===== src/rtl/wave_pkg.sv =====
// Shared types and constants for the NCO frequency-sweep sequencer.
package wave_pkg;

  // Sweep behaviour once the stop value is reached; RSVD behaves as SINGLE.
  typedef enum logic [1:0] {
    SINGLE   = 2'b00,
    REPEAT   = 2'b01,
    PINGPONG = 2'b10,
    RSVD     = 2'b11
  } sweep_mode_e;

  // Sequencer state: idle, ascending or descending through phase steps.
  typedef enum logic [1:0] {
    IDLE = 2'b00,
    UP   = 2'b01,
    DOWN = 2'b10
  } sweep_state_e;

  // Smallest dwell; a programmed dwell of 0 is promoted to this.
  localparam int DWELL_MIN = 1;

endpackage : wave_pkg


===== src/rtl/sweep_dwell_timer.sv =====
// Dwell timer: counts sample ticks per sweep step and flags the terminal tick.
module sweep_dwell_timer
  import wave_pkg::*;
#(
  parameter int SIZE_DWELL = 16
) (
  input  logic                  i_clk,
  input  logic                  i_rst,
  input  logic                  i_load,
  input  logic [SIZE_DWELL-1:0] i_load_val,
  input  logic                  i_run,
  input  logic                  i_tick,
  input  logic [SIZE_DWELL-1:0] i_reload_val,
  output logic                  o_term
);

  localparam logic [SIZE_DWELL-1:0] ONE = SIZE_DWELL'(DWELL_MIN);

  logic [SIZE_DWELL-1:0] r_count;

  // The tick that finds the counter at 1 ends the current step.
  assign o_term = i_run & i_tick & (r_count <= ONE);

  // Load on sweep start, count down on ticks, reload on the terminal tick.
  always_ff @(posedge i_clk) begin
    // NOTE: sequential state uses non-blocking (<=) so every register samples
    // pre-edge values regardless of statement order within or across blocks.
    if (i_rst) begin
      r_count <= '0;
    end else if (i_load) begin
      r_count <= i_load_val;
    end else if (i_run && i_tick) begin
      r_count <= o_term ? i_reload_val : (r_count - ONE);
    end
  end

endmodule : sweep_dwell_timer


===== src/rtl/nco_sweep_sequencer.sv =====
// Frequency-sweep controller driving the NCO phase-step input.
module nco_sweep_sequencer
  import wave_pkg::*;
#(
  parameter int SIZE_PHASE = 10,
  parameter int SIZE_DWELL = 16
) (
  input  logic                  i_clk,
  input  logic                  i_rst,
  input  logic                  i_start,
  input  logic                  i_abort,
  input  logic                  i_tick,
  input  logic [1:0]            i_mode,
  input  logic [SIZE_PHASE-1:0] i_phase_start,
  input  logic [SIZE_PHASE-1:0] i_phase_stop,
  input  logic [SIZE_PHASE-1:0] i_phase_inc,
  input  logic [SIZE_DWELL-1:0] i_dwell,
  output logic [SIZE_PHASE-1:0] o_phase_step,
  output logic                  o_busy,
  output logic                  o_dir_down,
  output logic                  o_wrap,
  output logic                  o_done,
  output logic                  o_cfg_err
);

  localparam int W = SIZE_PHASE;

  sweep_state_e          r_state, w_state_nxt;
  logic [W-1:0]          r_phase, w_phase_nxt;
  logic                  r_busy, w_busy_nxt;
  logic                  r_dir_down, w_dir_down_nxt;
  logic                  r_wrap, w_wrap_nxt;
  logic                  r_done, w_done_nxt;
  logic                  r_cfg_err, w_cfg_err_nxt;

  logic [W-1:0]          r_cfg_start, r_cfg_stop, r_cfg_inc;
  sweep_mode_e           r_cfg_mode;
  logic [SIZE_DWELL-1:0] r_cfg_dwell;

  logic [SIZE_DWELL-1:0] w_dwell_in;
  logic                  w_cfg_ok;
  logic                  w_accept;
  logic                  w_term;
  logic [W:0]            w_up_sum;
  logic [W-1:0]          w_up_next;
  logic signed [W:0]     w_dn_diff;
  logic [W-1:0]          w_dn_next;

  assign w_dwell_in = (i_dwell == '0) ? SIZE_DWELL'(DWELL_MIN) : i_dwell;
  assign w_cfg_ok   = (i_phase_inc != '0) && (i_phase_start <= i_phase_stop);
  assign w_accept   = (r_state == IDLE) && i_start && !i_abort && w_cfg_ok;

  // Extra bit keeps the sum/difference from wrapping before clamping.
  assign w_up_sum  = {1'b0, r_phase} + {1'b0, r_cfg_inc};
  assign w_up_next = (w_up_sum > {1'b0, r_cfg_stop}) ? r_cfg_stop : w_up_sum[W-1:0];
  assign w_dn_diff = $signed({1'b0, r_phase}) - $signed({1'b0, r_cfg_inc});
  assign w_dn_next = (w_dn_diff < $signed({1'b0, r_cfg_start})) ? r_cfg_start
                                                                 : w_dn_diff[W-1:0];

  sweep_dwell_timer #(.SIZE_DWELL(SIZE_DWELL)) u_dwell (
    .i_clk        (i_clk),
    .i_rst        (i_rst),
    .i_load       (w_accept),
    .i_load_val   (w_dwell_in),
    .i_run        (r_state != IDLE),
    .i_tick       (i_tick),
    .i_reload_val (r_cfg_dwell),
    .o_term       (w_term)
  );

  // Next-state and next-output decode for the sweep FSM.
  always_comb begin
    // NOTE: every output of this block gets a default first, so no path can
    // leave a signal unassigned and infer a latch.
    w_state_nxt    = r_state;
    w_phase_nxt    = r_phase;
    w_busy_nxt     = r_busy;
    w_dir_down_nxt = r_dir_down;
    w_wrap_nxt     = 1'b0;
    w_done_nxt     = 1'b0;
    w_cfg_err_nxt  = 1'b0;

    if (i_abort) begin
      w_state_nxt    = IDLE;
      w_busy_nxt     = 1'b0;
      w_dir_down_nxt = 1'b0;
    end else begin
      case (r_state)
        IDLE: begin
          if (i_start) begin
            if (!w_cfg_ok) begin
              w_cfg_err_nxt = 1'b1;
            end else begin
              w_state_nxt    = UP;
              w_phase_nxt    = i_phase_start;
              w_busy_nxt     = 1'b1;
              w_dir_down_nxt = 1'b0;
            end
          end
        end
        UP: begin
          if (w_term) begin
            if (r_phase < r_cfg_stop) begin
              w_phase_nxt = w_up_next;
            end else begin
              case (r_cfg_mode)
                REPEAT: begin
                  w_phase_nxt = r_cfg_start;
                  w_wrap_nxt  = 1'b1;
                end
                PINGPONG: begin
                  w_state_nxt    = DOWN;
                  w_dir_down_nxt = 1'b1;
                  w_wrap_nxt     = 1'b1;
                  w_phase_nxt    = w_dn_next;
                end
                default: begin
                  w_state_nxt = IDLE;
                  w_busy_nxt  = 1'b0;
                  w_done_nxt  = 1'b1;
                end
              endcase
            end
          end
        end
        DOWN: begin
          if (w_term) begin
            if (r_phase > r_cfg_start) begin
              w_phase_nxt = w_dn_next;
            end else begin
              w_state_nxt    = UP;
              w_dir_down_nxt = 1'b0;
              w_wrap_nxt     = 1'b1;
              w_phase_nxt    = w_up_next;
            end
          end
        end
        default: begin
          w_state_nxt = IDLE;
          w_busy_nxt  = 1'b0;
        end
      endcase
    end
  end

  // FSM state and registered outputs.
  always_ff @(posedge i_clk) begin
    if (i_rst) begin
      r_state    <= IDLE;
      r_phase    <= '0;
      r_busy     <= 1'b0;
      r_dir_down <= 1'b0;
      r_wrap     <= 1'b0;
      r_done     <= 1'b0;
      r_cfg_err  <= 1'b0;
    end else begin
      r_state    <= w_state_nxt;
      r_phase    <= w_phase_nxt;
      r_busy     <= w_busy_nxt;
      r_dir_down <= w_dir_down_nxt;
      r_wrap     <= w_wrap_nxt;
      r_done     <= w_done_nxt;
      r_cfg_err  <= w_cfg_err_nxt;
    end
  end

  // Configuration snapshot taken when a sweep is accepted.
  always_ff @(posedge i_clk) begin
    if (i_rst) begin
      r_cfg_start <= '0;
      r_cfg_stop  <= '0;
      r_cfg_inc   <= '0;
      r_cfg_mode  <= SINGLE;
      r_cfg_dwell <= '0;
    end else if (w_accept) begin
      r_cfg_start <= i_phase_start;
      r_cfg_stop  <= i_phase_stop;
      r_cfg_inc   <= i_phase_inc;
      r_cfg_mode  <= sweep_mode_e'(i_mode);
      r_cfg_dwell <= w_dwell_in;
    end
  end

  assign o_phase_step = r_phase;
  assign o_busy       = r_busy;
  assign o_dir_down   = r_dir_down;
  assign o_wrap       = r_wrap;
  assign o_done       = r_done;
  assign o_cfg_err    = r_cfg_err;

endmodule : nco_sweep_sequencer


===== config.mk =====
export PLATFORM = sky130hd
export DESIGN_NAME = nco_sweep_sequencer
export DESIGN_NICKNAME = d
export VERILOG_FILES = /design/src/rtl/wave_pkg.sv /design/src/rtl/sweep_dwell_timer.sv /design/src/rtl/nco_sweep_sequencer.sv
export SDC_FILE = /design/constraint.sdc
export NUM_CORES = 1
export LEC_CHECK = 0
export BUFFER_PORTS_ARGS = -buffer_cell sky130_fd_sc_hd__clkbuf_2
export CAP_MARGIN = 40
export CORE_ASPECT_RATIO = 1.5
export CORE_MARGIN = 2
export CORE_UTILIZATION = 45
export CTS_CLUSTER_DIAMETER = 150
export CTS_CLUSTER_SIZE = 28
export DETAILED_ROUTE_END_ITERATION = 12
export PLACE_DENSITY = 0.62
export RECOVER_POWER = 25
export SLEW_MARGIN = 20
export SYNTH_ARGS = -nofsm -noshare
export SYNTH_HDL_FRONTEND = slang
export SYNTH_SLANG_ARGS = --single-unit

===== constraint.sdc =====
create_clock -name i_clk -period 8.7 [get_ports i_clk]
set_clock_uncertainty 0.1 [all_clocks]
set_input_delay 0.87 -clock i_clk [delete_from_list [all_inputs] [get_ports i_clk]]
set_output_delay 0.87 -clock i_clk [all_outputs]
set_load 0.005 [all_outputs]

After elaboration in Yosys (flattened, before gate mapping)
Cells that the tools add are included.
- $add $sub $neg: 3
- order comparisons: 6
- eq/ne operators: 14
- muxes and demuxes: 44
- bitwise logic cells: 8
- reductions and logical operators: 20
- operators by type and width (operator ; number):
    two-way mux 10 bit ; 8
    two-way mux 16 bit ; 4
    case mux 10 bit (3 select lines) ; 1
    case mux 10 bit (2 select lines) ; 1
    two-way mux 1 bit ; 19
    less-or-equal comparator 16 x 1 -> 1 bit (second input constant) ; 1
    logical NOT 16 bit ; 1
    subtractor 16 x 1 -> 16 bit (second input constant) ; 1
    inequality test 2 bit (second input constant) ; 7
    AND reduction 7 bit ; 2
    two-way mux 2 bit ; 6
    adder 10 x 10 -> 11 bit ; 1
    > comparator 11 x 10 -> 1 bit ; 1
    < comparator 11 bit ; 1
    subtractor 10 x 10 -> 11 bit ; 1
    > comparator 10 bit ; 1
    less-or-equal comparator 10 bit ; 1
    < comparator 10 bit ; 1
    nonzero test 10 bit ; 1
    AND reduction 8 bit ; 1
    inverter 1 bit ; 6
    case mux 1 bit (3 select lines) ; 2
    case mux 2 bit (3 select lines) ; 1
    AND reduction 6 bit ; 1
    15 further kinds ; 25
- flip-flop bits (word level): 81
- bits of input ports: 53

Logic depth before layout (Yosys ltp)
- depth after elaboration: 7
- mapped depth: 19
- depth with buffers taken out: 17

Hierarchy
Synthesis repeated with hierarchy kept, for this count alone.
- cell total of the unflattened synthesis: 820
- area total of the unflattened synthesis: 6497.5 um^2
- by module, submodules not included (module ; instances ; cells an instance ; area each (um^2)):
    nco_sweep_sequencer ; 1 ; 658 ; 5292.6
    sweep_dwell_timer ; 1 ; 162 ; 1204.9

Least setup slack after synthesis
OpenSTA, ideal clock, no wires.
- path kind: reg-to-reg
- from: register r_phase[3] (netlist: o_phase_step[3])
- to: register r_phase[5] (netlist: o_phase_step[5])
- arrival: 3.824 ns
- path slack: 4.651 ns
- stages on the path, launching flop included: 19
- clock period less this slack: 4.049 ns
- path through: dfxtp_1 ha_1 clkbuf_8 nor3b_1 nor2_1 nand2_1 o41ai_1 mux2_2 or2_2 ha_1 and2_1 nor3b_1 o21ai_0 a311oi_4 buf_6 mux2i_1 o221ai_1 nand3b_1 o211ai_2
- cells in the longest elaborated chain, start to end: 7
- elaborated cells between the ends (all ways): 16
- those cells by class: add/sub (2); order compare (4); eq/ne (1); mux (8); reduce/logical (1)
- ends and longest elaborated chain (what ; line ; RTL):
    from (decl) ; nco_sweep_sequencer.sv:29 ; logic [W-1:0] r_phase, w_phase_nxt;
    from (signal assigned) ; nco_sweep_sequencer.sv:158 ; r_phase <= w_phase_nxt;
    subtractor 10 x 10 -> 11 bit ; nco_sweep_sequencer.sv:56 ; assign w_dn_diff = $signed({1'b0, r_phase}) - $signed({1'b0, r_cfg_inc});
    < comparator 11 bit ; nco_sweep_sequencer.sv:57 ; assign w_dn_next = (w_dn_diff < $signed({1'b0, r_cfg_start})) ? r_cfg_start
    two-way mux 10 bit ; nco_sweep_sequencer.sv:57 ;
    case mux 10 bit (2 select lines) ; nco_sweep_sequencer.sv:106 ; case (r_cfg_mode)
    two-way mux 10 bit ; nco_sweep_sequencer.sv:103 ; if (r_phase < r_cfg_stop) begin
    two-way mux 10 bit ; nco_sweep_sequencer.sv:102 ; if (w_term) begin
    case mux 10 bit (3 select lines) ; nco_sweep_sequencer.sv:88 ; case (r_state)
Several ways; a longest one is shown, not always the timed one. The select of a mux whose other input is x is not followed.
A chain may end at the register's enable or synchronous reset.

Worst setup path in the final report
- from: input i_phase_stop[9]
- to: register r_cfg_inc[1]
- cells in the longest elaborated chain, start to end: 3
- ends and longest elaborated chain (what ; line ; RTL):
    from (decl) ; nco_sweep_sequencer.sv:15 ; input logic [SIZE_PHASE-1:0] i_phase_stop,
    less-or-equal comparator 10 bit ; nco_sweep_sequencer.sv:50 ; assign w_cfg_ok = (i_phase_inc != '0) && (i_phase_start <= i_phase_stop);
    logical AND 1 bit ; nco_sweep_sequencer.sv:50 ;
    logical AND 1 bit ; nco_sweep_sequencer.sv:51 ; assign w_accept = (r_state == IDLE) && i_start && !i_abort && w_cfg_ok;
    to (signal assigned) ; nco_sweep_sequencer.sv:178 ; r_cfg_inc <= i_phase_inc;
    to (decl) ; nco_sweep_sequencer.sv:36 ; logic [W-1:0] r_cfg_start, r_cfg_stop, r_cfg_inc;
Every way passes these cells.

==> key figures <==
CTS
  • Cts repair resizes: 0
  • Total CTS buffers: 9
  • Post-CTS setup buffers: 0
  • # hold bufs at CTS: 0
  • CTS tree: built
  • Clk root buf: clkbuf_16
  • Clock Tree Buf Depth: 2
  • Sink Count: 81
  • Worst-path clk slew: 0.07 ns
  • H-tree depth: 3
  • Worst-skew pair later-pin latency: 0.34 ns

Finish
  • Area Growth Syn to Fin: 10.1%
  • Most common cell after layout, fill and taps aside: nand2_1
  • Nets: 1,001
  • Fraction of layout cells with a size suffix above 1: 0.129
  • ANT cells: 0
  • Most frequent cells in the layout: 137 x nand2_1, 108 x a21oi_1, 81 x dfxtp_1
  • Post-Layout Cell Count: 1,066

Timing
  • Final slew viol count: 61
  • Transition time of the tightest slew-check pin: 2.79 ns
  • Setup TNS: 0 ns
  • Period utilisation layout: 0.574
  • Minimum clock period: 4.99 ns
  • RSZ-0062 raised after global routing: no
  • Headroom to the max-slew limit: -0.863
  • Hold Vio Cnt, Final: 0
  • # setup viols final: 0
  • Fmax: 200 MHz

Yosys
  • Mux cell area share after synthesis: 0.0375
  • Synth area leader: dfxtp_1
  • Async set-reset flop share out of synthesis: 0
  • Post-Syn Instances: 824
  • Synth Area in Adders: 0.155
  • Ys flop type: dfxtp_1
  • Sequential area share after synthesis: 0.253
  • Area share of the largest cell type after synthesis: 0.253
  • Largest family of logic cells by synthesized area: compound AO/OA/AOI/OAI gates
  • Post-Syn Area: 0.00640 mm²
  • Synth Register Bits: 81
  • Synth Area in Compound Gates: 0.249
  • Largest cells by area after synthesis: dfxtp_1 25%, ha_1 15%, a21oi_1 8.4%, nand2_1 8.1%, inv_1 3.6%
  • Yosys cell types: 78
  • Syn Nets: 955
  • Post-synthesis area per instance: 7.77 µm²
  • Synth Area in Simple Gates: 0.208
  • Synth Warn #: 0
  • Post-Synth XOR/XNOR Area: 0.0205
  • EDFF count, synth: 0

Worst hold path
  • Worst hold endpoint: r_cfg_dwell[6]$_SDFFE_PP0P_
  • Worst Hold Path Cells: 2
  • Worst hold start: r_cfg_dwell[6]$_SDFFE_PP0P_
  • Hold Crit Class: flip-flop to flip-flop

Setup path
  • CP Launch Type: input port
  • WS Path Type: input port to flip-flop
  • Capturing element type of the critical path: flip-flop
  • Maximum fanout along the worst path: 60
  • Worst Reg2Reg Path Length in Cells: 16
  • R2R Setup Slk: 3.80 ns
  • Worst endpoint required time: 8.87 ns
  • R2r startpoint: o_phase_step[4]$_SDFFE_PP0P_
  • FF-to-FF End: o_phase_step[5]$_SDFFE_PP0P_
  • Critical path arrival: 5.16 ns

Power and ir drop
  • Leak: 2.91 nW
  • Sw Share: 0.371
  • Logic gate share of total power: 0.381
  • Switching pwr: 0.479 mW
  • Seq pwr share: 0.323
  • Clk pwr share: 0.296
  • Internal power: 0.813 mW
  • Max IR drop VDD: 97.5 µV
  • Pwr per Cell Area: 183 mW/mm²

GRT
  • Largest net degree at the start of global routing: 69
  • Gr ovfl total: 0
  • Initial antenna violation count: 0
  • Tot GR Track Use: 0.254
  • Vias in the first global route: 5,789
  • First-pass GRT wire length: 30,100 µm

Die
  • Die X: 101 µm
  • Die ar.: 0.0152 mm²
  • Die height: 150 µm
  • Top Ports: 68
  • Initial core utilization: 0.458
  • Core box area: 0.0140 mm²
  • Row count: 53

Routing
  • Via density per instance: 5.70
  • Drt wl/cell: 17.6 µm
  • DRT Pass-1 Iters: 5
  • DRC errors left: 0
  • DRT Wirelength: 18,800 µm
  • Total number of vias: 6,079
  • Antenna viol nets, final: 0
  • Initial DRC count: 273

Place
  • Placer Congestion: 0.899
  • PortBufs: 67
  • Final HPWL DP: 14,500 µm
  • Cells after DPL: 1,051

Run status
  • Status: finished with violations
  • Failing checks: max-capacitance violations, max-slew violations

Run
  • MaxCap Viol Count: 1
-- routing by layer --
metal / part of all wire / vias up / GRT usage
met5: 0 / - / 0
met4: 0.043 / 0 / 0.111
met3: 0.037 / 43 / 0.0302
met2: 0.52 / 165 / 0.463
met1: 0.40 / 2851 / 0.292
li1: - / 3020 / -
-- worst max path at each step --
stage	from	end	slack, ns	depth (start not counted)
6_report	i_phase_stop[9]	r_cfg_inc[1]$_SDFFE_PP0P_	3.71	11
2_1_floorplan	o_phase_step[3]$_SDFFE_PP0P_	o_phase_step[5]$_SDFFE_PP0P_	4.65	18
4_1_cts	o_phase_step[4]$_SDFFE_PP0P_	o_phase_step[5]$_SDFFE_PP0P_	3.79	16
3_5_place_dp	o_phase_step[4]$_SDFFE_PP0P_	o_phase_step[5]$_SDFFE_PP0P_	3.85	16
5_1_grt	i_phase_stop[7]	r_cfg_inc[1]$_SDFFE_PP0P_	3.34	11
3_3_place_gp	o_phase_step[4]$_SDFFE_PP0P_	o_phase_step[5]$_SDFFE_PP0P_	3.97	16
-- power by group through the flow --
stage          clock, mW  sequential (mW)  combinational, mW
5_1_grt            0.404            0.420              0.543
3_5_place_dp           0            0.426              0.489
3_3_place_gp           0            0.425              0.485
2_1_floorplan          0            0.415              0.383
6_report           0.382            0.417              0.492
4_1_cts            0.393            0.417              0.492
-- flip-flops by register name, summed over array words and instances (netlist names), 2 cells and up --
name             cells
r_cfg_dwell         16
u_dwell.r_count     16
o_phase_step        10
r_cfg_inc           10
r_cfg_start         10
r_cfg_stop          10
r_cfg_mode           2
r_state              2
-- cells in the mapped netlist, types with 3 or more instances --
library cell and count:
o21ai_0 37, clkbuf_8 5, and4_1 4, o21ai_1 8, or3_1 5, mux2_2 8, nand2b_1 4, o221ai_1 13
a21o_1 6, xnor2_1 9, xor2_1 6, a211oi_1 9, o21a_1 9, nand4_1 8, or4_1 3, o21bai_1 4
nor2b_1 3, nor2_1 45, and2_1 4, a21oi_1 107, nand3_1 12, ha_1 76, mux2i_1 15, clkbuf_1 17
inv_1 61, o31ai_1 3, buf_4 3, nor4_1 9, nand2_1 138, nand3b_1 4, a211oi_2 3, buf_6 5
o211ai_1 8, nor3b_1 4, buf_2 10, o2111a_1 3, a31oi_1 6, nor3_1 14, dfxtp_1 81, and3_1 5
-- through the flow --
stage,cell area [µm²],setup slack (ns),util,hold WS (ns),power [mW]
after global placement,6780,3.97,0.485,0.340,0.910
after floorplan,6400,4.65,-,0.333,0.798
final,7050,3.71,0.504,0.352,1.29
after detailed placement,6790,3.85,0.485,0.346,0.915
after global routing,7050,3.34,0.504,0.373,1.37
after CTS,7080,3.79,0.506,0.354,1.30
-- area by class of cell --
| cell class | instances | area [µm²] |
|---|---|---|
| clock buffer | 10 | 229 |
| timing repair buffer | 75 | 377 |
| clock inverter | 5 | 57.6 |
| inverter | 61 | 229 |
| fill | 1431 | 6940 |
| multi-input combinational | 642 | 4300 |
| sequential | 81 | 1620 |
| tap | 192 | 240 |
-- critical path, cell delays in order --
cell      delay (ns)
clkbuf_2        0.10
inv_1           0.05
ha_1            0.31
nand4_1         0.16
or3_1           0.41
a21oi_1         0.18
and2_0          0.25
nor3b_4         0.20
clkbuf_1        1.98
nand2_1         0.37
a21oi_1         0.24
-- kinds of logic after synthesis --
logic type	Yosys count
flops	81
fa+ha+maj	78
mux	23
xor+xnor	15
compound gates	247
simple gates	279
buf+inv	101
No activity file was read; power rests on OpenSTA's default activity.
